`config.mk`:
```
export PLATFORM = sky130hd
export DESIGN_NAME = pkt_header_match
export DESIGN_NICKNAME = d
export VERILOG_FILES = /design/src/rtl/pkt_header_match.sv
export SDC_FILE = /design/constraint.sdc
export NUM_CORES = 1
export LEC_CHECK = 0
export CAP_MARGIN = 20
export CORE_UTILIZATION = 33
export CTS_BUF_LIST = sky130_fd_sc_hd__clkbuf_8
export DETAILED_ROUTE_END_ITERATION = 8
export GPL_TIMING_DRIVEN = 0
export SYNTH_ARGS = -nofsm -noshare
export SYNTH_HDL_FRONTEND = slang
export SYNTH_SLANG_ARGS = --single-unit
```
`constraint.sdc`:
```
create_clock -name clk -period 3.48 [get_ports clk]
set_clock_uncertainty 0.05 [all_clocks]
set_input_delay 0.696 -clock clk [delete_from_list [all_inputs] [get_ports clk]]
set_output_delay 0.696 -clock clk [all_outputs]
set_load 0.02 [all_outputs]
```
`src/rtl/pkt_header_match.sv`:
```
// First-beat Ethernet/IPv4/UDP header parser with a register match-action table keyed on UDP dport.
// Zero latency (outputs combinational from tdata and table state); never backpressures.
module pkt_header_match #(
    parameter int DATA_WIDTH     = 512,
    parameter int KEEP_WIDTH     = DATA_WIDTH / 8,
    parameter int KEY_WIDTH      = 16,
    parameter int MAT_DEPTH      = 8,
    parameter int MAT_ADDR_WIDTH = 3,
    parameter int PRIO_WIDTH     = 8,
    parameter int CHAIN_WIDTH    = 32,
    parameter int TIME_WIDTH     = 16,
    parameter int LEN_WIDTH      = 16,
    parameter int FLOW_WIDTH     = 16
) (
    input  logic                      clk,
    input  logic                      rst,
    input  logic [DATA_WIDTH-1:0]     s_axis_tdata,
    input  logic [KEEP_WIDTH-1:0]     s_axis_tkeep,
    input  logic                      s_axis_tvalid,
    input  logic                      s_axis_tlast,
    input  logic                      config_mat_en,
    input  logic [MAT_ADDR_WIDTH-1:0] config_mat_addr,
    input  logic [KEY_WIDTH-1:0]      config_mat_key,
    input  logic [127:0]              config_mat_value,
    output logic [PRIO_WIDTH-1:0]     m_desc_prio,
    output logic [CHAIN_WIDTH-1:0]    m_desc_chain,
    output logic [TIME_WIDTH-1:0]     m_desc_time,
    output logic [LEN_WIDTH-1:0]      m_desc_pk_len,
    output logic [FLOW_WIDTH-1:0]     m_desc_flow_id,
    output logic                      m_desc_hit
);

    logic [MAT_DEPTH-1:0] valid_q, valid_d;
    logic [KEY_WIDTH-1:0] key_q   [MAT_DEPTH];
    logic [KEY_WIDTH-1:0] key_d   [MAT_DEPTH];
    logic [127:0]         value_q [MAT_DEPTH];
    logic [127:0]         value_d [MAT_DEPTH];

    always_comb begin
        valid_d = valid_q;
        for (int i = 0; i < MAT_DEPTH; i++) begin
            key_d[i]   = key_q[i];
            value_d[i] = value_q[i];
        end
        if (config_mat_en) begin
            valid_d[config_mat_addr] = 1'b1;
            key_d[config_mat_addr]   = config_mat_key;
            value_d[config_mat_addr] = config_mat_value;
        end
    end

    always_ff @(posedge clk or negedge rst) begin
        if (!rst) begin
            valid_q <= '0;
            for (int i = 0; i < MAT_DEPTH; i++) begin
                key_q[i]   <= '0;
                value_q[i] <= '0;
            end
        end else begin
            valid_q <= valid_d;
            for (int i = 0; i < MAT_DEPTH; i++) begin
                key_q[i]   <= key_d[i];
                value_q[i] <= value_d[i];
            end
        end
    end

    // Fixed offsets assume an untagged Ethernet header and an option-less IPv4 header.
    logic [15:0] ethertype;
    logic [3:0]  ihl;
    logic [15:0] ip_total_len;
    logic [7:0]  protocol;
    logic [15:0] udp_dport;
    logic        is_ipv4;
    logic        eligible;

    assign ethertype    = {s_axis_tdata[12*8 +: 8], s_axis_tdata[13*8 +: 8]};
    assign ihl          = s_axis_tdata[14*8 +: 4];
    assign ip_total_len = {s_axis_tdata[16*8 +: 8], s_axis_tdata[17*8 +: 8]};
    assign protocol     = s_axis_tdata[23*8 +: 8];
    assign udp_dport    = {s_axis_tdata[36*8 +: 8], s_axis_tdata[37*8 +: 8]};
    assign is_ipv4      = (ethertype == 16'h0800);
    assign eligible     = is_ipv4 && (ihl == 4'd5) && (protocol == 8'd17);

    logic         hit;
    logic [127:0] win_value;

    // Scan from the top so the lowest matching index is the one left standing.
    always_comb begin
        hit       = 1'b0;
        win_value = '0;
        for (int i = MAT_DEPTH - 1; i >= 0; i--) begin
            if (valid_q[i] && (key_q[i] == KEY_WIDTH'(udp_dport))) begin
                hit       = 1'b1;
                win_value = value_q[i];
            end
        end
        if (!eligible) begin
            hit       = 1'b0;
            win_value = '0;
        end
    end

    always_comb begin
        m_desc_hit     = 1'b0;
        m_desc_chain   = '0;
        m_desc_time    = '0;
        m_desc_prio    = '0;
        m_desc_flow_id = '0;
        m_desc_pk_len  = '0;
        if (s_axis_tvalid) begin
            m_desc_hit     = hit;
            m_desc_chain   = CHAIN_WIDTH'(win_value[31:0]);
            m_desc_time    = TIME_WIDTH'(win_value[47:32]);
            m_desc_prio    = PRIO_WIDTH'(win_value[55:48]);
            m_desc_flow_id = FLOW_WIDTH'(win_value[71:56]);
            if (is_ipv4) begin
                m_desc_pk_len = LEN_WIDTH'(ip_total_len + 16'd14);
            end
        end
    end

    logic unused_inputs;
    assign unused_inputs = ^{s_axis_tkeep, s_axis_tlast, s_axis_tdata, win_value[127:72]};

endmodule

```
==> out/qor.yml, run 1 <==
setup_viol: 73
gp_congestion: 0.7892
antenna_found_initial: 16
stdcell_area_um2: 42110
fin_crit_sh_pct: 126.5
area_delta_synth_final_pct: 26.34
status: "complete, but fails checks"
core_um2: 100100
setup.worst_path.start_class: "flip-flop"
htree_levels: 3
crit_type: "flip-flop to primary output"
multiInputGateArea_um2: 15860
slowest_delay_ns: 0.41
yosysMostFrequentCell: "dfrtp_1"
syn_nets: 3211
wl_per_cell_um: 25.00
dp_hpwl_um: 71810
via_per_inst: 5.313
rsz0062_at_grt: "yes"
cp_slowest_cell: "a311oi_4"
synth_area_um2: 33330
slew_headroom_pct: 23.73
vias: 22651
startpoint: "key_q[104]"
synth_common_cells: "dfrtp_1 (712), mux2_2 (703), clkbuf_1 (145)"
hold_viol_final: 0
global_route.usage.met3_pct: 4.547
avgSynthCellArea_um2: 13.43
p_switching_mw: 5.700
drv_slew: 0
place_inst: 4013
antenna_left: 0
synth_flop_cell: "dfrtp_1"
die_h_um: 319.8
grt_use_met1_pct: 28.34
nNetsFinal: 3594
synth_seq_cells: 712
drt-initial-drc-count: 1478
async_reset_ff_share_pct: 100.0
cts-root-buf: "clkbuf_8"
insertion_delay_ns: 0.75
power_leakage_nw: 16.69
first_pass_iters: 7
critPathBufInv: 4
cts_tree: "yes"
clock-sinks: 712
dieArea_um2: 102300
drive_gt1_share_pct: 45.30
fin_setup_tns_ns: -58.80
r2r-end: "value_q[695]"
crit_path_end: "m_desc_time[3]"
grt_start_max_net_pins: 115
power_mw: 21.78
switching_share_pct: 26.17
failed_checks: "design-rule violations, negative setup slack"
grt.busiest_layer: "met2"
ff2ff_setup_slack_ns: 2.61
fin_crit_ns: 4.401
synth_top_cell_by_area: "dfrtp_1"
end_kind: "primary output"
path_cells: "xor2_1 > nor4_2 > nand4_1 > nor4_4 > inv_1 > nand3b_1 > buf_12 > clkbuf_8 > o221ai_1 > a311oi_4 > buf_6"
synth_cells: 2482
maxCapViolations: 0
track_usage_pct: 20.93
place_area_um2: 37950
drcViolationCount: 2
ys_seq_area_share_pct: 53.45
die_x_um: 319.8
num_rows: 116
grt_pass1_wl_um: 160700
power_frac_clock_pct: 34.8
numPortBuffers: 223
fin_ws_ns: -0.9207
synth-edff-count: 0
grt_overflow_total: 0
cp_max_fo: 10
fin_cells: 4263
fill_cells: 9345
worst-path-stages: 11
path_delay_family: "simple AND/OR/NAND/NOR gates"
fmax_mhz: 227.2
clockBufferDepth: 3
peakVddDrop_uv: 290.4
io_pins: 817
grt_pass1_vias: 23940
tightestPinTransition_ns: 1.144
path_clk_slew_ns: 0.06
worstPathArrival_ns: 3.65
p_int_mw: 16.08
cts_inserted_buffers: 121
yosys-top-cells-area: "dfrtp_1 (53%), mux2_2 (24%), a221oi_2 (3.2%), xnor2_1 (2.7%), a311oi_1 (1.9%)"
p_per_area_nw_per_um2: 517.2
seq_power_share_pct: 51.2
ys_types: 49
holdCritPathClass: "input port to asynchronous set/reset pin"
yosys_warnings: 0
synth_top_area_share_pct: 53.45
ff2ff_path_depth: 1
combPwrFrac_pct: 14.1
start_util_pct: 33.28
r2r_start: "value_q[695]"
finalWirelength_um: 106600
post-route-util_pct: 42.05
required_ns: 2.73
grtUsageMet2_pct: 33.58
regArea_um2: 17820
[placed cells by master, fill, tap and decap left out, drive strengths merged, types with 33 or more instances in the layout]
cell,Yosys,routed
a221oi,70,70
nor3b,73,73
mux2,703,703
nand2,90,90
inv,8,57
clkbuf,151,290
a21o,70,70
nand3b,71,71
clkdlybuf4s50,0,132
nand3,83,83
o221ai,71,71
xnor2,102,102
buf,52,187
xor2,33,33
a311oi,71,71
dfrtp,712,712
[sequential cells by signal (all words and copies together) (netlist names)]
register  flops
key_q       128
valid_q       8
value_q     576
[power by group through the flow]
stage | registers (mW) | logic [mW] | clock network [mW]
6_report | 11.1 | 3.06 | 7.58
5_1_grt | 11.4 | 3.35 | 8.13
4_1_cts | 11.1 | 3.09 | 7.75
3_5_place_dp | 11.2 | 3.04 | 0
3_3_place_gp | 11.2 | 2.92 | 0
2_1_floorplan | 11.0 | 2.22 | 0
[routing by layer]
metal,routed length [µm],up-vias
met5,77,-
met4,2230,12
met3,6062,142
met2,50390,551
met1,47820,11906
li1,-,10040
[per-stage QoR]
step,hold slack [ns],setup WS (ns)
after floorplan,0.3504,-0.08119
final,0.3378,-0.9207
after global placement,0.3984,-32.24
after CTS,0.2859,-0.9696
after detailed placement,0.4063,-2.783
after global routing,0.3257,-1.061
[timing repair]
action	4_1_cts	5_1_grt
hold buffers	1	0
hold endpoints to repair	21	0
setup endpoints to repair	89	89
gates cloned	4	1
setup buffers	19	6
pin swaps	78	39
gates resized for setup	622	167
[layout make-up]
cell class / instances / share of cell area (%)
clock buffers: 153 / 5.000
multi-input cells: 1559 / 37.65
inverters: 8 / 0.07130
repair buffers: 263 / 6.551
plain buffers: 200 / 3.740
well taps: 1298 / 3.856
diodes: 7 / 0.04159
clock inverters: 63 / 0.7843
flip-flops and latches: 712 / 42.31
[worst min path at each step]
stage,startpoint,to
final,rst,value_q[518]
after global routing,rst,value_q[129]
after CTS,rst,value_q[777]
after detailed placement,valid_q[0],valid_q[0]
after global placement,valid_q[3],valid_q[3]
after floorplan,rst,key_q[0]
[cell families after synthesis]
kind of cell / count (synthesis) / synth area share (%)
mux: 703 / 23.75
fa+ha+maj: 1 / 0.03753
buf+inv: 211 / 2.988
simple gates: 418 / 7.346
flops: 712 / 53.45
xor+xnor: 135 / 3.570
compound gates: 302 / 8.859
Note: power is estimated with default switching activity, not from simulation.
==> inputs of run 2 (changes only) <==
Settings changed: CORE_MARGIN set to 10.
==> out/qor.yml, run 2 (synthesis results as in run 1) <==
track_usage_pct: 18.99  # -1.9 points
htree_levels: 3  # unchanged
top_regs: "value_q x576, key_q x128, valid_q x8"
core_um2: 100100  # unchanged
peakVddDrop_uv: 288.3  # -0.73%
global_route.usage.met3_pct: 4.031  # -0.52 points
nNetsFinal: 3612  # +0.50%
fin_crit_sh_pct: 125.3  # -1.1 points
cts-root-buf: "clkbuf_8"
clock-sinks: 712  # unchanged
io_pins: 817  # unchanged
startpoint: "key_q[41]"
status: "complete, but fails checks"
path_delay_family: "simple AND/OR/NAND/NOR gates"
vias: 22960  # +1.4%
drt-initial-drc-count: 1671  # +13%
path_cells: "xnor2_2 > nand4_1 > or4_4 > or2_1 > buf_6 > nor2_8 > buf_12 > buf_12 > a221oi_2 > a311oi_4 > buf_6"
holdCritPathClass: "flip-flop to flip-flop"
numPortBuffers: 223  # unchanged
wl_per_cell_um: 25.72  # +2.9%
area_delta_synth_final_pct: 27.45
dieArea_um2: 114100  # +12%
hold_viol_final: 0  # unchanged
slowest_delay_ns: 0.53  # +0.12 ns
layout_common_cells: "dfrtp_1 (712), mux2_2 (703), clkbuf_8 (177)"
switching_share_pct: 26.40  # +0.23 points
grt_overflow_total: 0  # unchanged
grt.busiest_layer: "met2"
fin_cells: 4280  # +0.40%
hp-start: "valid_q[5]"
combPwrFrac_pct: 14.0  # about the same
slew_headroom_pct: 22.05  # -1.7 points
gp_congestion: 0.7794  # -1.2%
p_switching_mw: 5.747  # +0.82%
grt_start_max_net_pins: 118  # +2.6%
grt_use_met1_pct: 25.74  # -2.6 points
final_common_cell: "dfrtp_1"
antenna_found_initial: 18  # +2
antenna_left: 0  # unchanged
grt_pass1_vias: 23733  # -0.86%
clockBufferDepth: 3  # unchanged
ff2ff_setup_slack_ns: 2.62  # about the same
first_pass_iters: 6  # -1
critPathBufInv: 4  # unchanged
maxCapViolations: 0  # unchanged
required_ns: 2.73  # about the same
largest_reg_flops: 576  # unchanged
drv_slew: 0  # unchanged
r2r_start: "key_q[2]"
start_util_pct: 33.28  # unchanged
seq_power_share_pct: 51.3  # about the same
finalWirelength_um: 110100  # +3.3%
place_inst: 4014  # +0.025%
cp_max_fo: 5  # -5
path_clk_slew_ns: 0.06  # about the same
tightestPinTransition_ns: 1.169  # +0.02520 ns
cts_inserted_buffers: 121  # unchanged
cp_slowest_cell: "or4_4"
power_frac_clock_pct: 34.7  # about the same
failed_checks: "negative setup slack"
post-route-util_pct: 42.42  # +0.37 points
largest_register: "value_q"
dp_hpwl_um: 74210  # +3.3%
worstPathArrival_ns: 3.62  # -0.03 ns
grt_pass1_wl_um: 162900  # +1.4%
fin_crit_ns: 4.361  # -0.03924 ns
insertion_delay_ns: 0.76  # about the same
power_leakage_nw: 16.78  # +0.54%
grtUsageMet2_pct: 30.40  # -3.2 points
p_per_area_nw_per_um2: 512.4  # -0.94%
die_h_um: 337.8  # +5.6%
num_rows: 116  # unchanged
via_per_inst: 5.364  # +0.96%
drive_gt1_share_pct: 46.42  # +1.1 points
rsz0062_at_grt: "yes"
die_x_um: 337.8  # +5.6%
end_kind: "primary output"
setup.worst_path.start_class: "flip-flop"
fmax_mhz: 229.3  # +0.90%
p_int_mw: 16.02  # -0.39%
crit_type: "flip-flop to primary output"
drcViolationCount: 0  # -2
cts_tree: "yes"
fin_ws_ns: -0.8814  # +0.03924 ns
setup_viol: 73  # unchanged
## run 2: cell types whose count changed in the layout (fill, tap and decap cells not counted), sizes merged
cell	change
clkdlybuf4s50	-6
dlymetal6s2s	-5
clkdlybuf4s15	+7
clkbuf	+15
clkinv	+3
bufinv	-2
diode	+2
clkinvlp	-2
inv	-6
dlygate4sd2	+11
## run 2: power by group through the flow
stage          clock network [mW]  registers (mW)  logic, mW
2_1_floorplan                   0            11.0       2.22
3_3_place_gp                    0            11.2       2.92
3_5_place_dp                    0            11.2       3.04
4_1_cts                      7.70            11.1       3.07
5_1_grt                      8.10            11.4       3.34
6_report                     7.55            11.2       3.05
## run 2: area by class of cell
cell class              count  area, µm²
diodes                      9      22.52
plain buffers             197       1630
clock buffers             157       2161
clock inverters            56      251.5
fillers                  9371      57660
inverters                   8      30.03
multi-input cells        1559      15930
flip-flops and latches    712      17820
well taps                1298       1624
repair buffers            284       3018
## run 2: through the flow
step / setup TNS (ns) / cell area (µm²) / total power, mW / hold slack, ns / worst slack [ns]
finish: -55.60 / 42480 / 21.77 / 0.4193 / -0.8814
global route: -67.23 / 42470 / 22.80 / 0.4334 / -1.021
CTS: -62.90 / 42120 / 21.89 / 0.4178 / -0.9796
detailed placement: -191.74 / 37950 / 14.24 / 0.4012 / -2.606
global placement: - / 37710 / 14.15 / 0.4003 / -32.11
floorplan: -5.387 / 33850 / 13.17 / 0.3504 / -0.08119
## run 2: final timing paths
kind	depth (start not counted)	endpoint
setup / recovery	11	m_desc_time[0]
hold / removal	1	valid_q[5]
setup reg to reg	1	key_q[2]
hold reg to reg	1	valid_q[5]
max in group asynchronous	5	key_q[77]
min in group asynchronous	2	value_q[519]
## run 2: timing repair
item / in CTS / in global routing
hold endpoints to repair: 65 / 0
resized for setup: 764 / 61
setup buffers: 35 / 8
gates cloned: 5 / 2
hold buffers: 1 / 0
pin swaps: 70 / 34
endpoints found under the setup margin: 89 / 84
## run 2: routing by layer
layer	share of wire [%]	vias to the layer above
met1	45	12095
met3	5.9	170
li1	-	10081
met2	47	596
met4	2.1	18
met5	0.11	-
